<file path="config.mk">
export PLATFORM = sky130hd
export DESIGN_NAME = pll_lock_supervisor
export DESIGN_NICKNAME = d
export VERILOG_FILES = /design/src/rtl/pll_lock_supervisor.sv
export SDC_FILE = /design/constraint.sdc
export NUM_CORES = 1
export LEC_CHECK = 0
export ABC_AREA = 1
export CORE_MARGIN = 1
export CORE_UTILIZATION = 55
export DETAILED_ROUTE_END_ITERATION = 10
export GPL_TIMING_DRIVEN = 0
export HOLD_SLACK_MARGIN = 0.1
export PLACE_DENSITY = 0.87
export SETUP_SLACK_MARGIN = 0.3
export SLEW_MARGIN = 30
export SYNTH_ARGS = -nofsm -noshare
export SYNTH_HDL_FRONTEND = slang
export SYNTH_SLANG_ARGS = --single-unit
</file>
<file path="constraint.sdc">
create_clock -name clkin -period 3.2 [get_ports clkin]
set_clock_uncertainty 0.05 [all_clocks]
set_input_delay 0.8 -clock clkin [delete_from_list [all_inputs] [get_ports clkin]]
set_output_delay 0.8 -clock clkin [all_outputs]
set_load 0.01 [all_outputs]
</file>
<file path="src/rtl/pll_lock_supervisor.sv">
// Reset/lock sequencer for the ECP5 PLL: pulses PLL RST, qualifies LOCK, releases the datapath
// reset, and re-sequences on lock loss with bounded retries and a failure latch.
module pll_lock_supervisor #(
    parameter int RST_CYCLES    = 16,
    parameter int STABLE_CYCLES = 1024,
    parameter int LOCK_TIMEOUT  = 65536,
    parameter int MAX_RETRIES   = 4,
    parameter int CNT_W         = 8
) (
    input  logic             clkin,
    input  logic             rst,
    input  logic             pll_locked,
    input  logic             soft_rst_req,
    output logic             pll_rst,
    output logic             core_rst,
    output logic             running,
    output logic             failed,
    output logic [2:0]       state,
    output logic [2:0]       retry_cnt,
    output logic [CNT_W-1:0] loss_cnt
);

    localparam int MAX_A = (RST_CYCLES > STABLE_CYCLES) ? RST_CYCLES : STABLE_CYCLES;
    localparam int MAX_T = (MAX_A > LOCK_TIMEOUT) ? MAX_A : LOCK_TIMEOUT;
    localparam int TW    = $clog2(MAX_T + 1);

    localparam logic [TW-1:0] RST_LAST     = TW'(RST_CYCLES - 1);
    localparam logic [TW-1:0] STABLE_LAST  = TW'(STABLE_CYCLES - 1);
    localparam logic [TW-1:0] TIMEOUT_LAST = TW'(LOCK_TIMEOUT - 1);
    localparam logic [2:0]    RETRY_LIMIT  = 3'(MAX_RETRIES);

    typedef enum logic [2:0] {
        ST_PLL_RST   = 3'd0,
        ST_WAIT_LOCK = 3'd1,
        ST_STABLE    = 3'd2,
        ST_RUN       = 3'd3,
        ST_FAILED    = 3'd4
    } state_t;

    state_t           cur;
    state_t           nxt;
    logic [TW-1:0]    timer;
    logic [TW-1:0]    timer_nxt;
    logic [2:0]       retry_nxt;
    logic [CNT_W-1:0] loss_nxt;
    logic             fail_attempt;
    logic             sync_1;
    logic             lock_s;

    assign state = cur;

    // Failure events outrank a coincident soft request, which in turn outranks forward progress.
    always_comb begin
        nxt          = cur;
        retry_nxt    = retry_cnt;
        loss_nxt     = loss_cnt;
        fail_attempt = 1'b0;
        case (cur)
            ST_PLL_RST: begin
                if (timer == RST_LAST) nxt = ST_WAIT_LOCK;
            end
            ST_WAIT_LOCK: begin
                if (!lock_s && timer == TIMEOUT_LAST) fail_attempt = 1'b1;
                else if (soft_rst_req)                nxt = ST_PLL_RST;
                else if (lock_s)                      nxt = ST_STABLE;
            end
            ST_STABLE: begin
                if (!lock_s)            fail_attempt = 1'b1;
                else if (soft_rst_req)  nxt = ST_PLL_RST;
                else if (timer == STABLE_LAST) begin
                    nxt       = ST_RUN;
                    retry_nxt = 3'd0;
                end
            end
            ST_RUN: begin
                if (!lock_s) begin
                    nxt = ST_PLL_RST;
                    if (loss_cnt != '1) loss_nxt = loss_cnt + 1'b1;
                end else if (soft_rst_req) begin
                    nxt = ST_PLL_RST;
                end
            end
            ST_FAILED: begin
                if (soft_rst_req) begin
                    nxt       = ST_PLL_RST;
                    retry_nxt = 3'd0;
                end
            end
            default: nxt = ST_PLL_RST;
        endcase

        if (fail_attempt) begin
            retry_nxt = retry_cnt + 3'd1;
            nxt       = (retry_nxt == RETRY_LIMIT) ? ST_FAILED : ST_PLL_RST;
        end

        if (nxt != cur || cur == ST_RUN || cur == ST_FAILED) timer_nxt = '0;
        else                                                 timer_nxt = timer + 1'b1;
    end

    // Output flags are decoded from the next state so they change on the same edge as the state.
    always_ff @(posedge clkin or posedge rst) begin
        if (rst) begin
            cur       <= ST_PLL_RST;
            timer     <= '0;
            retry_cnt <= 3'd0;
            loss_cnt  <= '0;
            sync_1    <= 1'b0;
            lock_s    <= 1'b0;
            pll_rst   <= 1'b1;
            core_rst  <= 1'b1;
            running   <= 1'b0;
            failed    <= 1'b0;
        end else begin
            cur       <= nxt;
            timer     <= timer_nxt;
            retry_cnt <= retry_nxt;
            loss_cnt  <= loss_nxt;
            sync_1    <= pll_locked;
            lock_s    <= sync_1;
            pll_rst   <= (nxt == ST_PLL_RST) || (nxt == ST_FAILED);
            core_rst  <= (nxt != ST_RUN);
            running   <= (nxt == ST_RUN);
            failed    <= (nxt == ST_FAILED);
        end
    end

endmodule

</file>
==> metrics.md <==
| Metric | Value |
|---|---|
| TritonCTS clock tree | done |
| Fin crit period | 2.892 ns |
| Leak pwr | 1.180 nW |
| Count of nets left with antenna violations after detail routing | 0 |
| Multi-input gate area in the final layout | 958.4 sq um |
| Required time of the critical path | 3.44 ns |
| Final-report hold violation count | 0 |
| Clock slew at the register clock pins of the worst setup and hold paths | 0.12 ns |
| Number of distinct library cells after synthesis | 30 |
| Sequential cell area | 928.4 sq um |
| Detailed router's first-iteration violation count | 90 |
| I/O Buffers | 21 |
| Number of instances in the synthesized netlist | 217 |
| Result of the run | complete, no violations |
| Number of antenna violations at the first check in global routing | 0 |
| Path class of the lowest-slack min-delay path | flop to flop |
| CTS sink cnt | 37 |
| Number of buffers added by the clock tree synthesis step | 5 |
| Kind of critical path | flop to flop |
| Maximum ir drop on the vdd rail | 456.0 uV |
| Hold slack | 0.3141 ns |
| Worst path arrival time | 3.14 ns |
| Register bit count reported by yosys | 37 |
| Count of warnings emitted by yosys | 0 |
| Relative slew margins | 0.5060 |
| Share of the synthesized area in compound gates (AO/OA/AOI/OAI) | 0.03289 |
| Leading cell types by count after synthesis | nand2_1, dfrtp_1, inv_1, nor2_1, nand3_1 |
| Placeable core region | 3390 sq um |
| Iteration count of the initial detailed-routing pass | 4 |
| Cell with the most instances after synthesis | nand2_1 |
| Standard-cell rows | 21 |
| Die ar. | 3840 sq um |
| Placed Cells | 284 |
| Number of nets produced by synthesis | 226 |
| Dominant cells by area after synthesis | dfrtp_1, nand2_1, nor2_4 |
| All-Layer GR Usage | 0.2166 |
| Routability cong. | 0.8578 |
| Max-slew violations | 0 |
| Detailed-route via count | 1570 |
| Setup repair after global routing missed its margin | true |
| Die width | 61.97 um |
| Vias per cell | 5.182 |
| Nets@finish | 265 |
| Clock insertion delay at the later pin of the skew report | 0.35 ns |
| Hold Crit Depth | 0 |
| Post-synthesis share of cell area spent on xor and xnor gates | 0.07970 |
| Most used flip-flop cell after synthesis | dfrtp_1 |
| Library cell occupying the most area in the post-synthesis netlist | dfrtp_1 |
| Fill cells | 216 |
| Setup slack of the most critical reg-to-reg path | 0.31 ns |
| Ports | 22 |
| Die Ht | 61.97 um |
| Maximum fanout along the worst path | 8 |
| DP Worst Slack | -0.001216 ns |
| CTS HTree Levels | 2 |
| Areal power density over the cells | 609.9 nW/um^2 |
| Final standard cell count with taps included and fillers excluded | 303 |
| Portion of netlist area occupied by mux cells | 0 |
| Max clock buf depth | 2 |
| Final worst slack | 0.3084 ns |
| Fraction of synthesis flops using an asynchronous set or reset pin | 1.000 |
| Layout Area Growth over Synthesis | 26.75% |
| Endpoint kind of the worst setup timing path | flop |
| Startpoint of the worst register-to-register path | timer[0]$_DFF_PP0_ |
| Reg2reg path depth | 17 |
| Number of enable flip-flop cells after synthesis | 0 |
| HPWL reported at the end of detailed placement | 2692 um |
| Aggregate global routing overflow | 0 |
| Category of the worst setup path launch point | flop |
| Cell area after synthesis | 1978 sq um |
| Effective utilization at floorplan | 0.5836 |
| Top cell type's share of synthesized area | 0.4428 |
| Clock tree root buffer cell | clkbuf_4 |
| Avg Cell Area, Syn | 9.116 sq um |
| Destination of the worst hold path | lock_s$_DFF_PP0_ |
| Simple-gate area share of the yosys netlist | 0.3125 |
| Largest net degree at the start of global routing | 38 |
| First-pass GRT wire length | 6009 um |
| Ratio of cells with drive above 1 in the final layout | 0.2257 |
| Total Power | 0.001529 W |
| # setup viols final | 0 |
| Main combinational cell family by area after synthesis | simple AND/OR/NAND/NOR gates |
| Synth Area in Adders | 0.03163 |
| MaxCap Viol Count | 0 |
| End of the worst register-to-register path | timer[6]$_DFF_PP0_ |
| Startpoint of the tightest hold check path | sync_1$_DFF_PP0_ |
| Transition at the pin with the smallest max-transition slack | 0.7400 ns |
| Share of synthesized area occupied by flip-flops and latches | 0.4693 |
| Remaining DRCs | 0 |
| Routed wire length per instance | 13.50 um |
| Max frequency | 0.3458 GHz |
| Vias in the first global route | 1451 |
| Final critical-path share of the clock period | 0.9036 |
| Count of antenna diodes in the layout | 0 |
| Total Routed Length | 4090 um |
[critical path, stage by stage (launching register included)]
cell	delay (ns)
dfrtp_1	0.43
ha_4	0.17
nand3_4	0.10
nor2_4	0.14
inv_2	0.06
nor4b_4	0.31
nand4_1	0.15
nor2_1	0.13
ha_2	0.21
nand2_2	0.09
o21ai_4	0.22
inv_4	0.08
nand2_4	0.08
nand2_2	0.05
nand2_2	0.08
nand4_4	0.18
clkbuf_16	0.24
nor2_4	0.07
[power breakdown]
part           internal [W]  switching (W)  total, W
registers          0.000532      0.0000738  0.000606
clock network      0.000246       0.000172  0.000417
logic              0.000248       0.000257  0.000506
total               0.00103       0.000503   0.00153
[cell usage in the layout, fill, tap and decap left out, drive strengths merged]
| cell | count |
|---|---|
| a31o | 1 |
| a31oi | 1 |
| buf | 11 |
| bufinv | 2 |
| clkbuf | 6 |
| clkdlybuf4s50 | 21 |
| dfrtp | 35 |
| dfstp | 2 |
| ha | 5 |
| inv | 34 |
| nand2 | 42 |
| nand3 | 16 |
| nand3b | 4 |
| nand4 | 9 |
| nor2 | 40 |
| nor3 | 2 |
| nor4b | 1 |
| o211ai | 1 |
| o21ai | 5 |
| o22ai | 1 |
| xnor2 | 8 |
| xor2 | 10 |
[worst max path at each step]
stage | from | end | cells after the start
after floorplan | timer[0]$_DFF_PP0_ | timer[9]$_DFF_PP0_ | 18
final | timer[0]$_DFF_PP0_ | timer[6]$_DFF_PP0_ | 17
after global placement | timer[0]$_DFF_PP0_ | timer[15]$_DFF_PP0_ | 18
after detailed placement | timer[0]$_DFF_PP0_ | timer[12]$_DFF_PP0_ | 18
after global routing | timer[1]$_DFF_PP0_ | timer[6]$_DFF_PP0_ | 17
after CTS | timer[0]$_DFF_PP0_ | timer[12]$_DFF_PP0_ | 18
[metrics by stage]
stage / util / instance area, sq um / TNS, ns
CTS: 0.7021 / 2380 / 0
finish: 0.7398 / 2507 / 0
detailed placement: 0.6626 / 2246 / -0.001216
floorplan: - / 1978 / 0
global route: 0.7398 / 2507 / 0
global placement: 0.6626 / 2246 / 0
[layer usage]
metal / vias to the layer above / global-route usage / routed length [um]
met3: 10 / 0.06625 / 173
met5: - / 0 / 0
li1: 766 / - / -
met2: 42 / 0.3602 / 2077
met1: 752 / 0.2487 / 1761
met4: 0 / 0.1175 / 78
[logic make-up after synthesis]
group / Yosys count
AO/OA/AOI/OAI: 9
XOR/XNOR: 18
adder cells (fa/ha/maj): 5
buffers and inverters: 34
flip-flops: 37
AND/OR/NAND/NOR: 114
[layout make-up]
type                    count  area share
inverters                  33     0.05040
clock buffers               5     0.01497
multi-input cells         146      0.3822
plain buffers               1    0.007984
flip-flops and latches     37      0.3703
well taps                  46     0.02295
repair buffers             32      0.1238
clock inverters             3     0.02745
[state kept, by name, summed over array words and instances (netlist names)]
name,count
core_rst,1
failed,1
lock_s,1
loss_cnt,8
pll_rst,1
retry_cnt,3
running,1
state,3
sync_1,1
timer,17
[repair_timing]
item	CTS	global route
buffers inserted	1	9
resized for setup	3	9
setup endpoints to repair	20	17
hold buffers	0	0
gates cloned	0	1
endpoints found under the hold margin	0	0
pin swaps	1	10
(Power assumes the default switching activity.)
